`config.mk`:
```
export PLATFORM = sky130hd
export DESIGN_NAME = otter_mc_ctrl_fsm
export DESIGN_NICKNAME = d
export VERILOG_FILES = /design/src/rtl/otter_mc_ctrl_fsm.sv
export SDC_FILE = /design/constraint.sdc
export NUM_CORES = 1
export LEC_CHECK = 0
export CAP_MARGIN = 25
export CORE_ASPECT_RATIO = 0.75
export CORE_MARGIN = 2
export CORE_UTILIZATION = 48
export DETAILED_ROUTE_END_ITERATION = 8
export GPL_TIMING_DRIVEN = 0
export PLACE_DENSITY = 0.79
export SYNTH_ARGS = -nofsm -noshare
export SYNTH_HDL_FRONTEND = slang
export SYNTH_SLANG_ARGS = --single-unit
```
`constraint.sdc`:
```
create_clock -name clk -period 1.84 [get_ports clk]
set_input_delay 0.368 -clock clk [delete_from_list [all_inputs] [get_ports clk]]
set_output_delay 0.368 -clock clk [all_outputs]
set_load 0.05 [all_outputs]
```
`src/rtl/otter_mc_ctrl_fsm.sv`:
```
// Multicycle OTTER sequencer: INIT -> FETCH -> EXEC [-> WB] with mem_rdy handshake and retired-instruction counter.
// Optional trap state enabled by defining OTTER_FSM_INTR_EN (adds intr / intr_taken ports).
module otter_mc_ctrl_fsm #(
    parameter int INIT_CYCLES = 2,
    parameter int INSTRET_W   = 32
) (
    input  logic                 clk,
    input  logic                 rst,
    input  logic [6:0]           opcode,
    input  logic                 mem_rdy,
`ifdef OTTER_FSM_INTR_EN
    input  logic                 intr,
    output logic                 intr_taken,
`endif
    output logic                 reset,
    output logic                 pc_we,
    output logic                 rf_we,
    output logic                 mem_we,
    output logic                 mem_re1,
    output logic                 mem_re2,
    output logic                 illegal,
    output logic [INSTRET_W-1:0] instret,
    output logic [2:0]           state_o
);

    localparam logic [2:0] ST_INIT  = 3'd0;
    localparam logic [2:0] ST_FETCH = 3'd1;
    localparam logic [2:0] ST_EXEC  = 3'd2;
    localparam logic [2:0] ST_WB    = 3'd3;
`ifdef OTTER_FSM_INTR_EN
    localparam logic [2:0] ST_INTR  = 3'd4;
`endif

    localparam logic [6:0] OP_LUI    = 7'b0110111;
    localparam logic [6:0] OP_AUIPC  = 7'b0010111;
    localparam logic [6:0] OP_JAL    = 7'b1101111;
    localparam logic [6:0] OP_JALR   = 7'b1100111;
    localparam logic [6:0] OP_IMM    = 7'b0010011;
    localparam logic [6:0] OP_REG    = 7'b0110011;
    localparam logic [6:0] OP_BRANCH = 7'b1100011;
    localparam logic [6:0] OP_STORE  = 7'b0100011;
    localparam logic [6:0] OP_LOAD   = 7'b0000011;

    localparam logic [3:0]           CNT_INIT = 4'(INIT_CYCLES - 1);
    localparam logic [INSTRET_W-1:0] RET_ONE  = {{(INSTRET_W-1){1'b0}}, 1'b1};

    logic [2:0]           state_q, state_d;
    logic [3:0]           cnt_q, cnt_d;
    logic [INSTRET_W-1:0] instret_q, instret_d;
    logic                 retire;

    always_comb begin
        state_d   = state_q;
        cnt_d     = cnt_q;
        instret_d = instret_q;
        retire    = 1'b0;
        reset     = 1'b0;
        pc_we     = 1'b0;
        rf_we     = 1'b0;
        mem_we    = 1'b0;
        mem_re1   = 1'b0;
        mem_re2   = 1'b0;
        illegal   = 1'b0;
`ifdef OTTER_FSM_INTR_EN
        intr_taken = 1'b0;
`endif
        case (state_q)
            ST_INIT: begin
                reset = 1'b1;
                if (cnt_q == 4'd0) state_d = ST_FETCH;
                else               cnt_d   = cnt_q - 4'd1;
            end
            ST_FETCH: begin
                mem_re1 = 1'b1;
                if (mem_rdy) state_d = ST_EXEC;
            end
            ST_EXEC: begin
                case (opcode)
                    OP_LUI, OP_AUIPC, OP_JAL, OP_JALR, OP_IMM, OP_REG: begin
                        rf_we  = 1'b1;
                        retire = 1'b1;
                    end
                    OP_BRANCH: retire = 1'b1;
                    OP_STORE: begin
                        mem_we = 1'b1;
                        retire = 1'b1;
                    end
                    OP_LOAD: begin
                        mem_re2 = 1'b1;
                        state_d = ST_WB;
                    end
                    default: begin
                        illegal = 1'b1;
                        retire  = 1'b1;
                    end
                endcase
            end
            ST_WB: begin
                mem_re2 = 1'b1;
                if (mem_rdy) begin
                    rf_we  = 1'b1;
                    retire = 1'b1;
                end
            end
`ifdef OTTER_FSM_INTR_EN
            ST_INTR: begin
                // Trap redirect writes the PC but is not itself a retired instruction.
                intr_taken = 1'b1;
                pc_we      = 1'b1;
                state_d    = ST_FETCH;
            end
`endif
            default: begin
                reset   = 1'b1;
                state_d = ST_INIT;
                cnt_d   = CNT_INIT;
            end
        endcase

        if (retire) begin
            pc_we     = 1'b1;
            instret_d = instret_q + RET_ONE;
`ifdef OTTER_FSM_INTR_EN
            state_d   = intr ? ST_INTR : ST_FETCH;
`else
            state_d   = ST_FETCH;
`endif
        end
    end

    always_ff @(posedge clk or posedge rst) begin
        if (rst) begin
            state_q   <= ST_INIT;
            cnt_q     <= CNT_INIT;
            instret_q <= '0;
        end else begin
            state_q   <= state_d;
            cnt_q     <= cnt_d;
            instret_q <= instret_d;
        end
    end

    assign instret = instret_q;
    assign state_o = state_q;

endmodule
```
Word-level counts from Yosys, hierarchy flattened. Index checks and enable logic that the tools add are counted.

Register bits: 39. Input port bits: 10. Word-level logic and storage cells: 51.

$add $sub $neg: 2. Equality and inequality tests: 17. Muxes and demuxes: 21. Bitwise operators: 1. Reductions and logical operators: 7.

Operators with widths (number): $add 32x1->32 const B (1); $eq 7x6->1 const B (3); $eq 7x7->1 const B (3); $eq 7x5->1 const B (2); $mux 3 (4); $pmux 3 s4 (1); $mux 1 (11); $ne 3x3->1 const B (3); $reduce_or 9->1 (1); $pmux 4 s2 (1); $eq 7x2->1 const B (1); $eq 3x2->1 const B (2); $pmux 1 s2 (3); $reduce_or 6->1 (1); $logic_not 4->1 (1); $mux 4 (1); $ne 2x2->1 const B (2); $reduce_and 4->1 (1); $sub 4x1->4 const B (1); $eq 3x1->1 const B (1); $logic_not 3->1 (1); $reduce_or 3->1 (1); $reduce_and 2->1 (1); $not 1->1 (1).

Longest topological paths before layout. Gate-level depths: netlist of run 1.

Depth after elaboration: 5. Gate-level depth with buffers: 8. Gate-level depth less buffers: 7.

Worst setup path after synthesis of run 1. No wires, ideal clock.

Path type: flip-flop to output port. From: register state_q[1], in the netlist state_o[1]. To: output port illegal. Arrival: 2.217 ns. Path slack: -0.745 ns. Stages on the path, launching flop included: 4. Buffers on the path: 0. Cell sequence: dfrtp_1 ha_1 inv_1 a221oi_1.

Longest elaborated chain between the ends: 2.

RTL lines: start, declared (RTL line 47) `logic [2:0] state_q, state_d;`; start signal, assigned (RTL line 137) `state_q <= state_d;`; $eq 3x2->1 (RTL line 67) `case (state_q)`; $mux 1 (RTL line 67); end, declared (RTL line 21) `output logic illegal,`.

Every way passes these cells.

Final worst setup path of run 1.
From: register state_q[0], in the netlist state_o[0]. To: output port pc_we.

Longest elaborated chain between the ends: 3. Elaborated cells between the ends (all ways): 4. Classes of those cells: eq/ne: 2; mux: 2.

RTL lines: $eq 3x2->1 (RTL line 67); $pmux 1 s2 (*) (RTL line 67); $mux 1 (*) (RTL line 120) `if (retire) begin`; end, declared (RTL line 16) `output logic pc_we,`.

Every way passes the cells marked *; elsewhere a longest branch is shown, timed or not.

==> results of run 1 <==
## registers in the layout, summed over array words and instances (netlist names)
register  count
state_o       2
cnt_q         4
instret      32
## power breakdown
group	total (mW)	leakage, nW	switching, mW	internal (mW)
registers	1.07	0.499	0.137	0.937
logic	1.49	0.855	0.945	0.549
clock network	0.538	0.0395	0.269	0.269
## layout make-up
cell class	instances	area, um2
Buffer	3	33.8
Clock buffer	8	80.1
Fill cell	302	1170
Inverter	9	36.3
Multi-Input combinational cell	135	1070
Sequential cell	38	966
Tap cell	55	68.8
Timing Repair Buffer	62	558
## worst max-delay path by stage
stage	start	endpoint	slack [ps]	cells past startpoint
floorplan	instret[0]	instret[24]	-40	6
global placement	opcode[4]	pc_we	-980	5
detailed placement	opcode[5]	rf_we	-1000	6
CTS	state_o[0]	pc_we	-20	6
global route	state_o[0]	pc_we	-80	6
finish	state_o[0]	pc_we	-20	6
## cell families (layout without fill, tap and decap cells)
| kind of cell | count (synthesis) | after routing | synth area share (%) |
|---|---|---|---|
| compound gates | 14 | 14 | 4.72 |
| xor+xnor | 33 | 33 | 14.7 |
| fa+ha+maj | 6 | 6 | 3.83 |
| buf+inv | 12 | 82 | 2.74 |
| flops | 38 | 38 | 48.6 |
| mux | 1 | 1 | 0.574 |
| other cells | 1 | 1 | 0.191 |
| simple gates | 80 | 80 | 24.6 |
## layer usage
layer / wire length (um) / up-vias
li1: - / 783
met1: 2200 / 766
met2: 2130 / 30
met3: 152 / 2
met4: 6 / 0
met5: 0 / -
## timing repair
action | CTS | global route
gates resized for setup | 92 | 9
endpoints found under the setup margin | 54 | 23
cloned | 0 | 0
setup buffers | 4 | 8
endpoints found under the hold margin | 0 | 0
pin swaps | 4 | 3
## synthesized netlist by cell type (2+ instances only)
| cell | instances | area (um2) |
|---|---|---|
| nand2_1 | 23 | 86.3 |
| o31ai_1 | 2 | 15.0 |
| and4_1 | 2 | 17.5 |
| nor2_1 | 9 | 33.8 |
| inv_1 | 9 | 33.8 |
| nand4_1 | 13 | 81.3 |
| dfrtp_1 | 37 | 926 |
| a21oi_1 | 4 | 20.0 |
| nor3_1 | 3 | 15.0 |
| xnor2_1 | 25 | 219 |
| o21ai_0 | 4 | 20.0 |
| buf_4 | 2 | 15.0 |
| and2_1 | 3 | 18.8 |
| and4_2 | 2 | 20.0 |
| and3_1 | 4 | 25.0 |
| ha_1 | 6 | 75.1 |
| nand3_1 | 10 | 50.1 |
| xor2_1 | 8 | 70.1 |
## per-stage QoR
| stage | cell area, um2 | std cells | power [mW] |
|---|---|---|---|
| floorplan | 2030 | 185 | 2.04 |
| detailed placement | 2600 | 290 | 2.46 |
| global placement | 2600 | 290 | 2.43 |
| CTS | 2720 | 302 | 3.07 |
| global route | 2810 | 310 | 3.25 |
| finish | 2810 | 310 | 3.11 |
==> results.toml, run 1 <==
[hold_path]
whs_path_depth = 1
min_from = "instret[31]"
min_to = "instret[31]"
hold_path.class = "reg -> reg"

[sta]
finalSetupViolCount = 3
relSlewSlack_pct = 48.8
period_needed_ps = 1860
fmax_mhz = 539
timing.hold.ws_ps = 463
rsz0062_at_grt = "true"
maxSlewViolCount = 0
finClkSkew_ps = 4.29
hold_violations = 0
tightestPinTransition_ps = 768
setup_ws_ps = -16.6
fin_setup_tns_ps = -23.8
fin_crit_sh_pct = 101

[synthesis]
synth_area_um2 = 1960
synth_cells = 185
synth_edf_count = 0
ys_ff_latch = 38
synth_cell_type_count = 37
synth_warnings = 0
synthArstFlopShare_pct = 100
avgSynthCellArea_um2 = 10.6
synth_nets = 201
synthFlopType = "dfrtp_1"
seq_area_frac_synth_pct = 48.6

[global_route]
first_global_vias = 1430
grt_pass1_wl_mm = 6.96
use_met3_pct = 4.57
met2_usage_pct = 30.4
grt_usage_pct = 19.7
grt.busiest_layer = "met2"
grt_max_degree = 39
gr-total-overflow = 0
use_met1_pct = 28.6
antenna_found_initial = 0

[setup_path]
crit_arrival_ps = 1490
start_kind = "register"
worst-r2r-cell-count = 9
crit_fanout = 4
worstPathRequired_ps = 1470
r2r-start = "state_o[0]"
reg2reg_setup_slack_ps = 90
crit_path_max_incr_delay_ps = 440
slowest_stage = "dfrtp_2"
path_delay_family = "flip-flops"
cp-end-kind = "primary output"
path_cells = "inv_2 > ha_4 > inv_4 > o211ai_4 > buf_6 > buf_8"
reg2reg_to = "instret[17]"
worst-path-buf-inv = 4
worstSetupPathType = "reg -> out"

[pwr]
p_leak_nw = 1.39
power_density_nw_per_um2 = 1100
peakVddDrop_mv = 1.09

[cts]
cts_max_path_buffers = 2
htreeDepth = 2
root_buffer = "clkbuf_8"
cts_tree = "yes"
numCtsBuffers = 5
clkLatencyLatePin_ps = 280
clkSlewWorstSetupHoldPaths_ps = 70
cts.sinks = 38
hold_buffers = 0

[final_layout]
drive_above_1_share_pct = 27.1
final_cell_mix = "40 x dlygate4sd2_1, 26 x dfrtp_1, 25 x xnor2_1"
area_growth_syn_to_layout_pct = 43.4
fin_util_pct = 70.7
final_common_cell = "dlygate4sd2_1"
nets = 270
n_antenna_cell = 0

[placed_design]
place_congestion = 0.758
io_buffers = 50
dp_slack_ps = -1000
post-dp-hpwl_mm = 3.02

[outcome]
status = "complete, but fails checks"
violations = "setup timing"

[floorplan]
io-pin-count = 52
initial_core_util_pct = 49.3
die_area_um2 = 4620
fp-row-count = 20
die_h_um = 59.4
core_um2 = 3980
die_x_um = 77.8

[drt]
via_count = 1581
vias_per_cell = 5.10
finalWirelength_mm = 4.49
drtIter0Drc = 119
routedWlPerCell_um = 14.5
drtPass1Iterations = 4
route.detailed.drc = 0
postRouteAntennaNets = 0

[flow_run]
cap_violations = 0
Note: power is estimated with default switching activity, not from simulation.
==> inputs of run 2 (changes only) <==
--- a/config.mk
+++ b/config.mk
@@ -15,3 +15,4 @@
 export SYNTH_ARGS = -nofsm -noshare
 export SYNTH_HDL_FRONTEND = slang
 export SYNTH_SLANG_ARGS = --single-unit
+export TNS_END_PERCENT = 20
==> results.toml, run 2 (same netlist as run 1, synthesis figures left out) <==
[outcome]
status = "complete, but fails checks"
violations = "setup timing"

[pwr]
p_int_mw = 1.87
combPwrFrac_pct = 46.6
clkPwrFrac_pct = 20.4
switching_share_pct = 42.3
seqPwrFrac_pct = 33.1
p_sw_mw = 1.37
fin_total_pwr_mw = 3.24
peakVddDrop_mv = 1.07
power_density_nw_per_um2 = 1160
p_leak_nw = 1.38

[flow_run]
cap_violations = 0

[setup_path]
cp-end-kind = "primary output"
worst-r2r-cell-count = 9
r2r-start = "state_o[0]"
reg2reg_to = "instret[17]"
start_kind = "register"
crit_fanout = 4
crit_path_max_incr_delay_ps = 430
reg2reg_setup_slack_ps = 40
slowest_stage = "dfrtp_2"
worstSetupPathType = "reg -> out"
crit_arrival_ps = 1490
worstPathRequired_ps = 1470
startpoint = "state_o[0]"
path_cells = "inv_2 > ha_4 > inv_4 > o211ai_4 > buf_6 > buf_8"

[drt]
postRouteAntennaNets = 0
routedWlPerCell_um = 14.6
vias_per_cell = 5.33
via_count = 1621
finalWirelength_mm = 4.44
drtIter0Drc = 69
drtPass1Iterations = 4
route.detailed.drc = 0

[final_layout]
final_common_cell = "dlygate4sd2_1"
nets = 264
drive_above_1_share_pct = 26.5
seq_area_um2 = 963
layout.cells.non_filler = 304
n_antenna_cell = 0
multi_input_area_um2 = 1080
final_cell_mix = "38 x dlygate4sd2_1, 28 x dfrtp_1, 25 x xnor2_1"
area_growth_syn_to_layout_pct = 42.3
fillers = 286
largest_register_ff_count = 32

[floorplan]
die_h_um = 59.4
core_um2 = 3980
initial_core_util_pct = 49.3
die_area_um2 = 4620
fp-row-count = 20
io-pin-count = 52
die_x_um = 77.8

[sta]
setup_ws_ps = -13.2
fmax_mhz = 540
rsz0062_at_grt = "true"
fin_crit_sh_pct = 101
hold_violations = 0
timing.hold.ws_ps = 472
finalSetupViolCount = 1
period_needed_ps = 1850
finClkSkew_ps = 4.65
relSlewSlack_pct = 48.7
maxSlewViolCount = 0
tightestPinTransition_ps = 768

[global_route]
grt_max_degree = 39
first_global_vias = 1430
antenna_found_initial = 0
grt_pass1_wl_mm = 6.93
grt_usage_pct = 20.0
gr-total-overflow = 0

[cts]
hold_buffers = 0
cts.sinks = 38
cts_tree = "yes"
clkLatencyLatePin_ps = 290
htreeDepth = 2
cts_max_path_buffers = 2
root_buffer = "clkbuf_8"
clkSlewWorstSetupHoldPaths_ps = 70
numCtsBuffers = 5

[placed_design]
place_congestion = 0.778
post-dp-hpwl_mm = 3.15
io_buffers = 50
placed_cells_incl_taps = 290
dp_slack_ps = -999

[hold_path]
min_to = "instret[31]"
hold_path.class = "reg -> reg"
whs_path_depth = 1
min_from = "instret[31]"
[run 2: cell count changes in the layout (fill, tap and decap cells not counted), moves of 2 or more]
| cell | change |
|---|---|
| buf_4 | -6 |
| dfrtp_1 | +2 |
| clkbuf_2 | +2 |
| clkbuf_1 | -3 |
| dlygate4sd2_1 | -2 |
| dfrtp_2 | -2 |
| clkbuf_8 | +3 |
[run 2: cell type report]
class                   count  share of cell area (%)
multi-input cells         135                    38.7
flip-flops and latches     38                    34.5
repair buffers             56                    17.9
clock buffers               8                    3.95
well taps                  55                    2.47
inverters                   9                    1.30
plain buffers               3                    1.08
[run 2: through the flow]
step                cell area (um2)  setup TNS [ps]  utilization [%]
finish                         2790           -13.2             70.1
global route                   2790            -280             70.1
floorplan                      2030            -158                -
global placement               2600          -22250             65.3
detailed placement             2600          -14120             65.3
CTS                            2750           -50.3             69.2
[run 2: per-layer routing]
metal / GRT usage, % / routed length [um] / part of all wire [%] / vias to the layer above
li1: - / - / - / 777
met1: 28.8 / 2240 / 50 / 801
met2: 30.3 / 1970 / 44 / 36
met3: 4.88 / 192 / 4.3 / 7
met4: 5.87 / 39 / 0.88 / 0
met5: 0 / 0 / 0 / -
[run 2: worst max path at each step]
stage	to	slack [ps]	cells past startpoint
2_1_floorplan	instret[17]	-50	8
6_report	pc_we	-10	6
4_1_cts	pc_we	-40	6
5_1_grt	pc_we	-80	6
3_5_place_dp	pc_we	-1000	5
3_3_place_gp	pc_we	-970	5
[run 2: repair_timing]
action | 4_1_cts | 5_1_grt
buffers inserted | 3 | 3
pin swaps | 7 | 3
gates resized for setup | 95 | 14
setup endpoints to repair | 56 | 25
hold endpoints to repair | 0 | 0
[run 2: worst max-delay path: cells and delay by family (launching register included)]
kind	cells	cell delay (ps)
AOI/OAI and AO/OA	1	190
adders and majority gates	1	170
buffers and inverters	4	410
DFF	1	430
[run 2: power groups by stage]
stage          Combinational, mW  Sequential, mW  Clock, mW
2_1_floorplan              0.684            1.34          0
3_3_place_gp                1.34            1.08          0
3_5_place_dp                1.37            1.08          0
4_1_cts                     1.44            1.07      0.667
5_1_grt                     1.59            1.08      0.699
6_report                    1.51            1.07      0.660
==> inputs of run 3 (changes only) <==
--- a/config.mk
+++ b/config.mk
@@ -8,10 +8,11 @@
 export CAP_MARGIN = 25
 export CORE_ASPECT_RATIO = 0.75
 export CORE_MARGIN = 2
-export CORE_UTILIZATION = 48
+export CORE_UTILIZATION = 50
+export CTS_BUF_LIST = sky130_fd_sc_hd__clkbuf_8
 export DETAILED_ROUTE_END_ITERATION = 8
 export GPL_TIMING_DRIVEN = 0
-export PLACE_DENSITY = 0.79
+export PLACE_DENSITY = 0.82
 export SYNTH_ARGS = -nofsm -noshare
 export SYNTH_HDL_FRONTEND = slang
 export SYNTH_SLANG_ARGS = --single-unit
==> results.toml, run 3 (same netlist as run 1, synthesis figures left out) <==
[cts]
cts.sinks = 38
clkLatencyLatePin_ps = 290
numCtsBuffers = 5
htreeDepth = 2
root_buffer = "clkbuf_8"
clkSlewWorstSetupHoldPaths_ps = 70
cts_tree = "yes"
cts_max_path_buffers = 2

[drt]
via_count = 1600
drtIter0Drc = 83
routedWlPerCell_um = 15.3
finalWirelength_mm = 4.62
drtPass1Iterations = 4
vias_per_cell = 5.30
route.detailed.drc = 0
postRouteAntennaNets = 0

[final_layout]
largest_register_ff_count = 32
drive_above_1_share_pct = 27.6
final_cell_mix = "38 x dlygate4sd2_1, 27 x dfrtp_1, 25 x xnor2_1"
layout.cells.non_filler = 302
nets = 265
fillers = 262
final_common_cell = "dlygate4sd2_1"
n_antenna_cell = 0
area_growth_syn_to_layout_pct = 44.6

[setup_path]
worstPathRequired_ps = 1470
start_kind = "register"
crit_fanout = 5
path_cells = "inv_2 > ha_4 > inv_4 > o211ai_4 > buf_6 > buf_8"
cp-end-kind = "primary output"
worst-r2r-cell-count = 9
crit_arrival_ps = 1500
crit_path_max_incr_delay_ps = 440
worst-path-buf-inv = 4
r2r-start = "state_o[0]"
startpoint = "state_o[0]"
slowest_stage = "dfrtp_2"
worstSetupPathType = "reg -> out"
path_delay_family = "flip-flops"
crit_cells = 6

[global_route]
gr-total-overflow = 0
antenna_found_initial = 0
use_met1_pct = 32.0
grt.busiest_layer = "met2"
first_global_vias = 1526
grt_pass1_wl_mm = 7.68
grt_usage_pct = 22.5
met2_usage_pct = 34.3
grt_max_degree = 25
use_met3_pct = 4.67

[hold_path]
whs_path_depth = 1
min_from = "instret[31]"
hold_path.class = "reg -> reg"

[placed_design]
place_congestion = 0.802
io_buffers = 50
post-dp-hpwl_mm = 3.16
dp_slack_ps = -996
placed_cells_incl_taps = 288

[sta]
finClkSkew_ps = 6.56
maxSlewViolCount = 0
finalSetupViolCount = 3
fmax_mhz = 536
hold_violations = 0
tightestPinTransition_ps = 623
relSlewSlack_pct = 58.4
timing.hold.ws_ps = 475
fin_setup_tns_ps = -72.0
rsz0062_at_grt = "true"
fin_crit_sh_pct = 101
setup_ws_ps = -26.5
period_needed_ps = 1870

[outcome]
violations = "setup timing"
status = "complete, but fails checks"

[floorplan]
core_um2 = 3710
die_h_um = 58.2
io-pin-count = 52
die_x_um = 76.3
die_area_um2 = 4440
fp-row-count = 19
initial_core_util_pct = 52.9

[flow_run]
cap_violations = 0

[pwr]
fin_total_pwr_mw = 3.24
peakVddDrop_mv = 1.31
p_leak_nw = 1.39
power_density_nw_per_um2 = 1140
-- run 3: stage by stage --
| step | utilization [%] | cell area, um2 |
|---|---|---|
| floorplan | - | 2030 |
| global placement | 70.0 | 2600 |
| detailed placement | 70.7 | 2620 |
| CTS | 74.7 | 2770 |
| global route | 76.5 | 2840 |
| finish | 76.5 | 2840 |
-- run 3: path summary, 6_finish.rpt --
| kind | slack, ps | endpoint |
|---|---|---|
| setup / recovery | -30 | pc_we |
| hold / removal | 480 | instret[31] |
| setup reg to reg | 50 | instret[19] |
| hold reg to reg | 480 | instret[31] |
| max in group asynchronous | 740 | cnt_q[0] |
| min in group asynchronous | 490 | instret[10] |
-- run 3: worst reg2reg max path, delay by kind of cell, from the launching register on --
family | cells | cell delay (ps)
buffers and inverters | 4 | 450
DFF | 1 | 440
and+or+nand+nor | 2 | 280
adders and majority gates | 1 | 180
AOI/OAI and AO/OA | 1 | 180
xor gates and xnor gates | 1 | 150
-- run 3: final cells by class --
class | count | area, um2 | area share (%)
plain buffers | 3 | 30.0 | 1.06
flip-flops and latches | 38 | 965 | 34.0
clock buffers | 8 | 110 | 3.88
multi-input cells | 135 | 1090 | 38.4
well taps | 52 | 65.1 | 2.29
repair buffers | 57 | 541 | 19.1
inverters | 9 | 36.3 | 1.28
-- run 3: timing repair --
action                                 CTS  global route
setup endpoints to repair               56            28
endpoints found under the hold margin    0             0
gates resized for setup                 97            15
pin swaps                               10             5
buffers inserted                         2             4
hold buffers                             0             0
-- run 3: report_power, final --
part / switching [mW] / internal, mW
registers: 0.134 / 0.932
clock network: 0.275 / 0.378
logic: 0.954 / 0.564
total: 1.36 / 1.87
-- run 3: metal layers --
layer / part of all wire [%] / wire, um
met1: 49 / 2270
met2: 44 / 2050
met4: 1.9 / 89
met3: 4.7 / 216
met5: 0 / 0
